`config.mk`:
```
export PLATFORM = sky130hd
export DESIGN_NAME = btn_conditioner
export DESIGN_NICKNAME = d
export VERILOG_FILES = /design/src/rtl/btn_conditioner_pkg.sv /design/src/rtl/debounce_bit.sv /design/src/rtl/btn_conditioner.sv
export SDC_FILE = /design/constraint.sdc
export NUM_CORES = 1
export LEC_CHECK = 0
export ABC_AREA = 1
export CORE_UTILIZATION = 45
export CTS_BUF_LIST = sky130_fd_sc_hd__clkbuf_4
export CTS_CLUSTER_SIZE = 14
export DETAILED_ROUTE_END_ITERATION = 16
export GPL_ROUTABILITY_DRIVEN = 0
export PLACE_DENSITY = 0.76
export SLEW_MARGIN = 20
export SYNTH_ARGS = -nofsm -noshare
export SYNTH_HDL_FRONTEND = slang
export SYNTH_SLANG_ARGS = --single-unit
```
`constraint.sdc`:
```
create_clock -name clock -period 1.38 [get_ports clock]
set_clock_uncertainty 0.2 [all_clocks]
set_input_delay 0.414 -clock clock [delete_from_list [all_inputs] [get_ports clock]]
set_output_delay 0.414 -clock clock [all_outputs]
set_load 0.1 [all_outputs]
```
`src/rtl/btn_conditioner_pkg.sv`:
```
// Shared definitions for the pushbutton conditioner: channel count, default
// debounce length and the per-bit debounce FSM state encoding.
package btn_conditioner_pkg;

  localparam int NUM_BTNS            = 4;
  localparam int DEBOUNCE_CYCLES_DEF = 16;
  localparam int CNT_W_DEF           = 16;

  typedef logic [1:0] fsm_state_t;

  localparam fsm_state_t STABLE_LO = 2'd0;
  localparam fsm_state_t WAIT_HI   = 2'd1;
  localparam fsm_state_t STABLE_HI = 2'd2;
  localparam fsm_state_t WAIT_LO   = 2'd3;

  // The debounced level is high for the whole time the button counts as pressed,
  // including while a release is still being qualified.
  function automatic logic level_of(input fsm_state_t s);
    return (s == STABLE_HI) || (s == WAIT_LO);
  endfunction

endpackage

```
`src/rtl/debounce_bit.sv`:
```
// One pushbutton channel: two-flop synchronizer, debounce FSM with stability
// counter, registered press pulse and a sticky press latch with clear.
module debounce_bit
  import btn_conditioner_pkg::*;
#(
  parameter int DEBOUNCE_CYCLES = DEBOUNCE_CYCLES_DEF,
  parameter int CNT_W           = CNT_W_DEF
) (
  input  logic       clock,
  input  logic       reset,
  input  logic       raw_i,
  input  logic       clr_i,
  output logic       level_o,
  output logic       pulse_o,
  output logic       latch_o,
  output fsm_state_t state_o
);

  localparam logic [CNT_W-1:0] CNT_LAST = CNT_W'(DEBOUNCE_CYCLES - 1);
  localparam logic [CNT_W-1:0] CNT_ONE  = CNT_W'(1);
  localparam logic [CNT_W-1:0] CNT_ZERO = '0;

  logic [1:0]       sync_q;
  logic             sync_bit;
  fsm_state_t       state_q, state_d;
  logic [CNT_W-1:0] cnt_q, cnt_d;
  logic             pulse_q, pulse_d;
  logic             latch_q, latch_d;

  assign sync_bit = sync_q[1];

  always_ff @(posedge clock) begin
    if (reset) begin
      sync_q  <= 2'b00;
      state_q <= STABLE_LO;
      cnt_q   <= CNT_ZERO;
      pulse_q <= 1'b0;
      latch_q <= 1'b0;
    end else begin
      sync_q  <= {sync_q[0], raw_i};
      state_q <= state_d;
      cnt_q   <= cnt_d;
      pulse_q <= pulse_d;
      latch_q <= latch_d;
    end
  end

  // The count only runs in the WAIT states and is cleared at the hand-over to
  // the new STABLE state, so it tops out at CNT_LAST and can never wrap.
  always_comb begin
    state_d = state_q;
    cnt_d   = cnt_q;
    case (state_q)
      STABLE_LO: begin
        if (sync_bit) begin
          state_d = WAIT_HI;
          cnt_d   = CNT_ONE;
        end else begin
          cnt_d   = CNT_ZERO;
        end
      end
      WAIT_HI: begin
        if (!sync_bit) begin
          state_d = STABLE_LO;
          cnt_d   = CNT_ZERO;
        end else if (cnt_q == CNT_LAST) begin
          state_d = STABLE_HI;
          cnt_d   = CNT_ZERO;
        end else begin
          cnt_d   = cnt_q + CNT_ONE;
        end
      end
      STABLE_HI: begin
        if (!sync_bit) begin
          state_d = WAIT_LO;
          cnt_d   = CNT_ONE;
        end else begin
          cnt_d   = CNT_ZERO;
        end
      end
      WAIT_LO: begin
        if (sync_bit) begin
          state_d = STABLE_HI;
          cnt_d   = CNT_ZERO;
        end else if (cnt_q == CNT_LAST) begin
          state_d = STABLE_LO;
          cnt_d   = CNT_ZERO;
        end else begin
          cnt_d   = cnt_q + CNT_ONE;
        end
      end
      default: begin
        state_d = STABLE_LO;
        cnt_d   = CNT_ZERO;
      end
    endcase
  end

  // The pulse is registered on the same edge that enters STABLE_HI, so it
  // lines up with the first cycle the debounced level reads 1. The latch is
  // set from the registered pulse, which lets a coinciding clear lose.
  always_comb begin
    pulse_d = (state_q == WAIT_HI) && (state_d == STABLE_HI);
    latch_d = pulse_q | (latch_q & ~clr_i);
    level_o = level_of(state_q);
    pulse_o = pulse_q;
    latch_o = latch_q;
    state_o = state_q;
  end

endmodule

```
`src/rtl/btn_conditioner.sv`:
```
// Four-channel pushbutton conditioner: each raw button level is synchronized,
// debounced, and turned into a level, a press pulse and a sticky press flag.
module btn_conditioner
  import btn_conditioner_pkg::*;
#(
  parameter int DEBOUNCE_CYCLES = DEBOUNCE_CYCLES_DEF,
  parameter int CNT_W           = CNT_W_DEF
) (
  input  logic                  clock,
  input  logic                  reset,
  input  logic [NUM_BTNS-1:0]   raw_buttons,
  input  logic [NUM_BTNS-1:0]   clr,
  output logic [NUM_BTNS-1:0]   pushbuttons,
  output logic [NUM_BTNS-1:0]   press_pulse,
  output logic [NUM_BTNS-1:0]   press_latch,
  output logic [2*NUM_BTNS-1:0] dbg_state
);

  for (genvar i = 0; i < NUM_BTNS; i++) begin : g_chan
    debounce_bit #(
      .DEBOUNCE_CYCLES (DEBOUNCE_CYCLES),
      .CNT_W           (CNT_W)
    ) u_debounce_bit (
      .clock   (clock),
      .reset   (reset),
      .raw_i   (raw_buttons[i]),
      .clr_i   (clr[i]),
      .level_o (pushbuttons[i]),
      .pulse_o (press_pulse[i]),
      .latch_o (press_latch[i]),
      .state_o (dbg_state[2*i +: 2])
    );
  end

endmodule

```
=== After elaboration in Yosys (flattened, before gate mapping) ===
Cells that the tools add are included.

* Logic and storage cells: 120
* Flip-flop bits (word level): 88
* Input port bits: 10

* Add/sub/neg operators: 4
* Equality and inequality tests: 20
* Multiplexer cells: 52
* Reductions and logical operators: 12
* Bitwise gates (word level): 12

{| class="wikitable"
|+ Operators with widths
! kind !! number
|-
| 16-bit case mux with 4 select lines || 4
|-
| 16-bit two-way mux || 12
|-
| 16-bit by 1-bit adder with 16-bit output, second input constant || 4
|-
| 16-bit by 4-bit == test with 1-bit output, second input constant || 4
|-
| 2-bit two-way mux || 24
|-
| 2-bit case mux with 4 select lines || 4
|-
| 2-bit == test, second input constant || 12
|-
| 2-bit by 1-bit == test with 1-bit output, second input constant || 4
|-
| 2-bit zero test || 4
|-
| 1-bit two-way mux || 8
|-
| 1-bit bitwise AND || 4
|-
| 1-bit logical AND || 4
|-
| 1-bit logical OR || 4
|-
| 1-bit inverter || 4
|-
| 1-bit bitwise OR || 4
|}

=== Longest topological paths before layout ===
* Depth after elaboration: 6
* Gate-level depth with buffers: 9
* Mapped depth without buffers: 9

=== Modules after synthesis ===
From an unflattened synthesis, not the netlist that was laid out.

* Cells, all modules: 582
* Area total of the unflattened synthesis: 4,053.9 um2

{| class="wikitable"
|+ Modules (own cells, without submodules)
! module !! times used !! cells an instance !! seq. area each (um2) !! area an instance (um2)
|-
| debounce_bit at g_chan[0].u_debounce_bit ... || 3 || 146 || 440.4 || 1,014.7
|-
| debounce_bit at g_chan[3].u_debounce_bit || 1 || 144 || 440.4 || 1,009.7
|}

=== Worst setup path before layout ===
No wires, ideal clock.

* Path type: flip-flop to output port
* From: reg g_chan[0].u_debounce_bit.state_q[1]
* To: out pushbuttons[0]
* Stages on the path, launching flop included: 3
* Path slack: -0.653 ns
* Arrival time: 1.419 ns
* Cell sequence: dfxtp_1 clkbuf_1 buf_4

* Cells in the longest elaborated chain, start to end: 2

{| class="wikitable"
|+ RTL lines
! element !! line !! source
|-
| start: declaration || debounce_bit.sv:25 || <nowiki>fsm_state_t state_q, state_d;</nowiki>
|-
| start signal: assignment || debounce_bit.sv:41 || <nowiki>state_q <= state_d;</nowiki>
|-
| 2-bit == test || btn_conditioner_pkg.sv:19 || <nowiki>return (s == STABLE_HI) || (s == WAIT_LO);</nowiki>
|-
| 1-bit logical OR (*) || btn_conditioner_pkg.sv:19 ||
|-
| end: declaration || btn_conditioner.sv:13 || <nowiki>output logic [NUM_BTNS-1:0] pushbuttons,</nowiki>
|}

Every way passes the cells marked *; elsewhere a longest branch is shown, timed or not.

=== Final worst setup path ===
* From: reg g_chan[3].u_debounce_bit.state_q[1]
* To: out pushbuttons[3]

* Cells in the longest elaborated chain, start to end: 2

{| class="wikitable"
|+ RTL lines
! element !! line
|-
| start: declaration || debounce_bit.sv:25
|-
| start signal: assignment || debounce_bit.sv:41
|-
| 2-bit == test || btn_conditioner_pkg.sv:19
|-
| 1-bit logical OR (*) || btn_conditioner_pkg.sv:19
|}

Marked as above.

==> results.py <==
metrics = {
    "sta": {
        "finalCriticalPeriod_ns": 1.71,
        "finalCritPeriodShare": 1.24,
        "setup_viol": 87,
        "hold_viol_final": 0,
        "tightest_slew_ns": 0.284,
        "slew_headroom": 0.809,
        "setup_ws_ns": -0.328,
        "fmax_mhz": 585,
        "maxSlewViolCount": 0,
        "rsz0062_at_grt": "true",
    },
    "global_route": {
        "antenna_found_initial": 0,
        "grt_max_degree": 19,
        "grtUsageTotal": 0.222,
        "grt_pass1_wl_mm": 18.6,
        "grt_pass1_vias": 4379,
        "overflow": 0,
    },
    "synthesis": {
        "syn_area_um2": 4530,
        "syn_nets": 657,
        "netlist_instances": 643,
        "yosysSeqAreaShare": 0.389,
        "yosysWarnings": 0,
        "synth_flop_cell": "dfxtp_1",
        "syn_area_per_cell_um2": 7.04,
        "synth_seq_cells": 88,
        "async_reset_ff_frac": 0,
        "ys_types": 37,
        "synth-edff-count": 0,
    },
    "critical_path": {
        "cp_cell_sequence": "buf_6 -> buf_12",
        "critPathMaxStageDelay_ns": 0.37,
        "endpoint_kind": "output port",
        "path_class": "register to output port",
        "path_max_fanout": 2,
        "required_ns": 0.77,
        "crit_path_start_kind": "register",
        "critPathBufInv": 2,
        "critPathSlowestCell": "dfxtp_4",
        "arrival_ns": 1.09,
        "cp_top_family": "flip-flops",
    },
    "final_layout": {
        "seqCellArea_um2": 1860,
        "final_area_um2": 6710,
        "drive_gt1_frac": 0.449,
        "num-fill-cells": 697,
        "multi_input_area_um2": 2800,
        "final_cell_mix": "nor2_1 (110), nand2_1 (104), buf_4 (85)",
        "area_delta_synth_final_pct": 48.3,
        "diodes": 0,
        "nNetsFinal": 780,
        "layout_commonest_cell": "nor2_1",
    },
    "floorplanning": {
        "rows": 36,
        "die_w_um": 102,
        "start_util": 0.463,
        "die-area_um2": 10500,
        "die_y_um": 102,
        "ioPinCount": 30,
        "core_region_area_um2": 9770,
    },
    "place": {
        "post-dp-hpwl_mm": 7.28,
        "placed_cell_area_um2": 5640,
        "io_buffers": 29,
        "dp_slack_ns": -0.610,
    },
    "flow_run": {
        "cap_violations": 0,
    },
    "route": {
        "drc": 0,
        "drt_iter0_drc": 174,
        "drt_wl_total_mm": 12.3,
        "routed_via_density": 4.99,
        "firstDrtPassIters": 5,
        "vias": 4513,
        "wl_per_cell_um": 13.6,
        "antenna_left": 0,
    },
    "hold_path": {
        "hp-class": "register to register",
    },
    "clock_tree": {
        "numCtsBuffers": 9,
        "clkTransAtPathRegs_ns": 0.14,
        "cts_root_buffer": "clkbuf_4",
        "cts.sinks": 88,
        "cts_tree": "built",
        "clkLatencyLatePin_ns": 0.44,
        "cts_buffer_depth": 2,
        "htree_levels": 3,
    },
    "pwr": {
        "leakage_nw": 2.58,
        "power_density_nw_per_um2": 629,
        "ir_drop_uv": 445,
    },
    "outcome": {
        "failed_checks": "setup timing",
        "status": "finished, violations left",
    },
}
## power breakdown
| group | total [mW] | leakage [nW] | switching [mW] | internal (mW) |
|---|---|---|---|---|
| combinational | 0.186 | 1.76 | 0.103 | 0.0826 |
| clock | 1.49 | 0.0780 | 0.912 | 0.581 |
| sequential | 2.54 | 0.740 | 0.0159 | 2.53 |
## per-stage QoR
| step | hold WS, ns | utilization | power [mW] | std cells | setup TNS, ns |
|---|---|---|---|---|---|
| after global routing | 0.213 | 0.687 | 4.36 | 904 | -17.38 |
| after global placement | 0.194 | 0.577 | 2.74 | 849 | -39.49 |
| after detailed placement | 0.195 | 0.577 | 2.74 | 849 | -41.80 |
| after CTS | 0.206 | 0.636 | 4.19 | 888 | -7.42 |
| final | 0.191 | 0.687 | 4.22 | 904 | -11.77 |
| after floorplan | 0.188 | - | 2.69 | 643 | -1.19 |
## cells by family after synthesis
| family | count (synthesis) | share of synthesized area |
|---|---|---|
| and+or+nand+nor | 384 | 0.413 |
| buffers and inverters | 120 | 0.114 |
| DFF | 88 | 0.389 |
| AOI/OAI and AO/OA | 33 | 0.0453 |
| xor gates and xnor gates | 14 | 0.0271 |
| adders and majority gates | 4 | 0.0111 |
## registers in the layout, summed over array words and instances, names as in the netlist
signal and count:
g_chan.u_debounce_bit.state_o 8, g_chan.u_debounce_bit.latch_o 4, g_chan.u_debounce_bit.sync_q 8, g_chan.u_debounce_bit.pulse_o 4, g_chan.u_debounce_bit.cnt_q 64
## final timing paths
| path | end | slack, ns | start | cells after the start |
|---|---|---|---|---|
| max | pushbuttons[3] | -0.33 | g_chan[3].u_debounce_bit.state_o[1] | 2 |
| min | g_chan[0].u_debounce_bit.sync_q[1] | 0.19 | g_chan[0].u_debounce_bit.sync_q[0] | 2 |
| max reg2reg | g_chan[2].u_debounce_bit.state_o[1] | -0.20 | g_chan[2].u_debounce_bit.cnt_q[0] | 7 |
| min reg2reg | g_chan[0].u_debounce_bit.sync_q[1] | 0.19 | g_chan[0].u_debounce_bit.sync_q[0] | 2 |
## what timing repair did
| item | in CTS | in global routing |
|---|---|---|
| hold buffers | 0 | 0 |
| setup buffers | 23 | 16 |
| gates cloned | 0 | 0 |
| gates resized for setup | 89 | 108 |
| setup endpoints to repair | 93 | 96 |
| pin swaps | 54 | 56 |
## final cells by class
cell class                 instances  area share
inverter                         100      0.0619
clock buffer                      11      0.0123
timing repair buffer             132       0.198
sequential                        88       0.278
multi-input combinational        435       0.418
clock inverter                     5     0.00727
tap                              133      0.0248
## cell usage after synthesis, types with 2 or more instances
cell      instances  share of area
o21bai_1          2         0.0033
ha_1              4          0.011
buf_4            12          0.020
clkbuf_1          5         0.0041
o21ai_1           6         0.0066
nor2_2            6         0.0083
a21oi_1          17          0.019
nor3_2            3         0.0066
dfxtp_1          88           0.39
nor2_4           18          0.045
nand3_2           8          0.018
nor2_1          134           0.11
o21ai_0           2         0.0022
a21oi_4           2         0.0072
nand2_1         127           0.11
inv_2             5         0.0041
buf_6             2         0.0050
or2_1             2         0.0028
nand3_1          36          0.040
nand2_2          14          0.019
a21oi_2           2         0.0039
nand2_4           2         0.0050
inv_1            94          0.078
nor3_1           15          0.017
nand4_1          13          0.018
xnor2_1           7          0.014
xor2_1            7          0.014
## tightest hold or removal path, stage by stage, from the launching register on
cell	delay, ns
dfxtp_1	0.32
inv_1	0.04
nor2_1	0.03
## routing by layer
metal,vias up,global-route usage,part of all wire
met5,-,0,0
met2,148,0.412,0.52
met1,2102,0.250,0.40
met4,0,0.0989,0.042
li1,2213,-,-
met3,50,0.0342,0.043
Note: power is estimated with default switching activity, not from simulation.
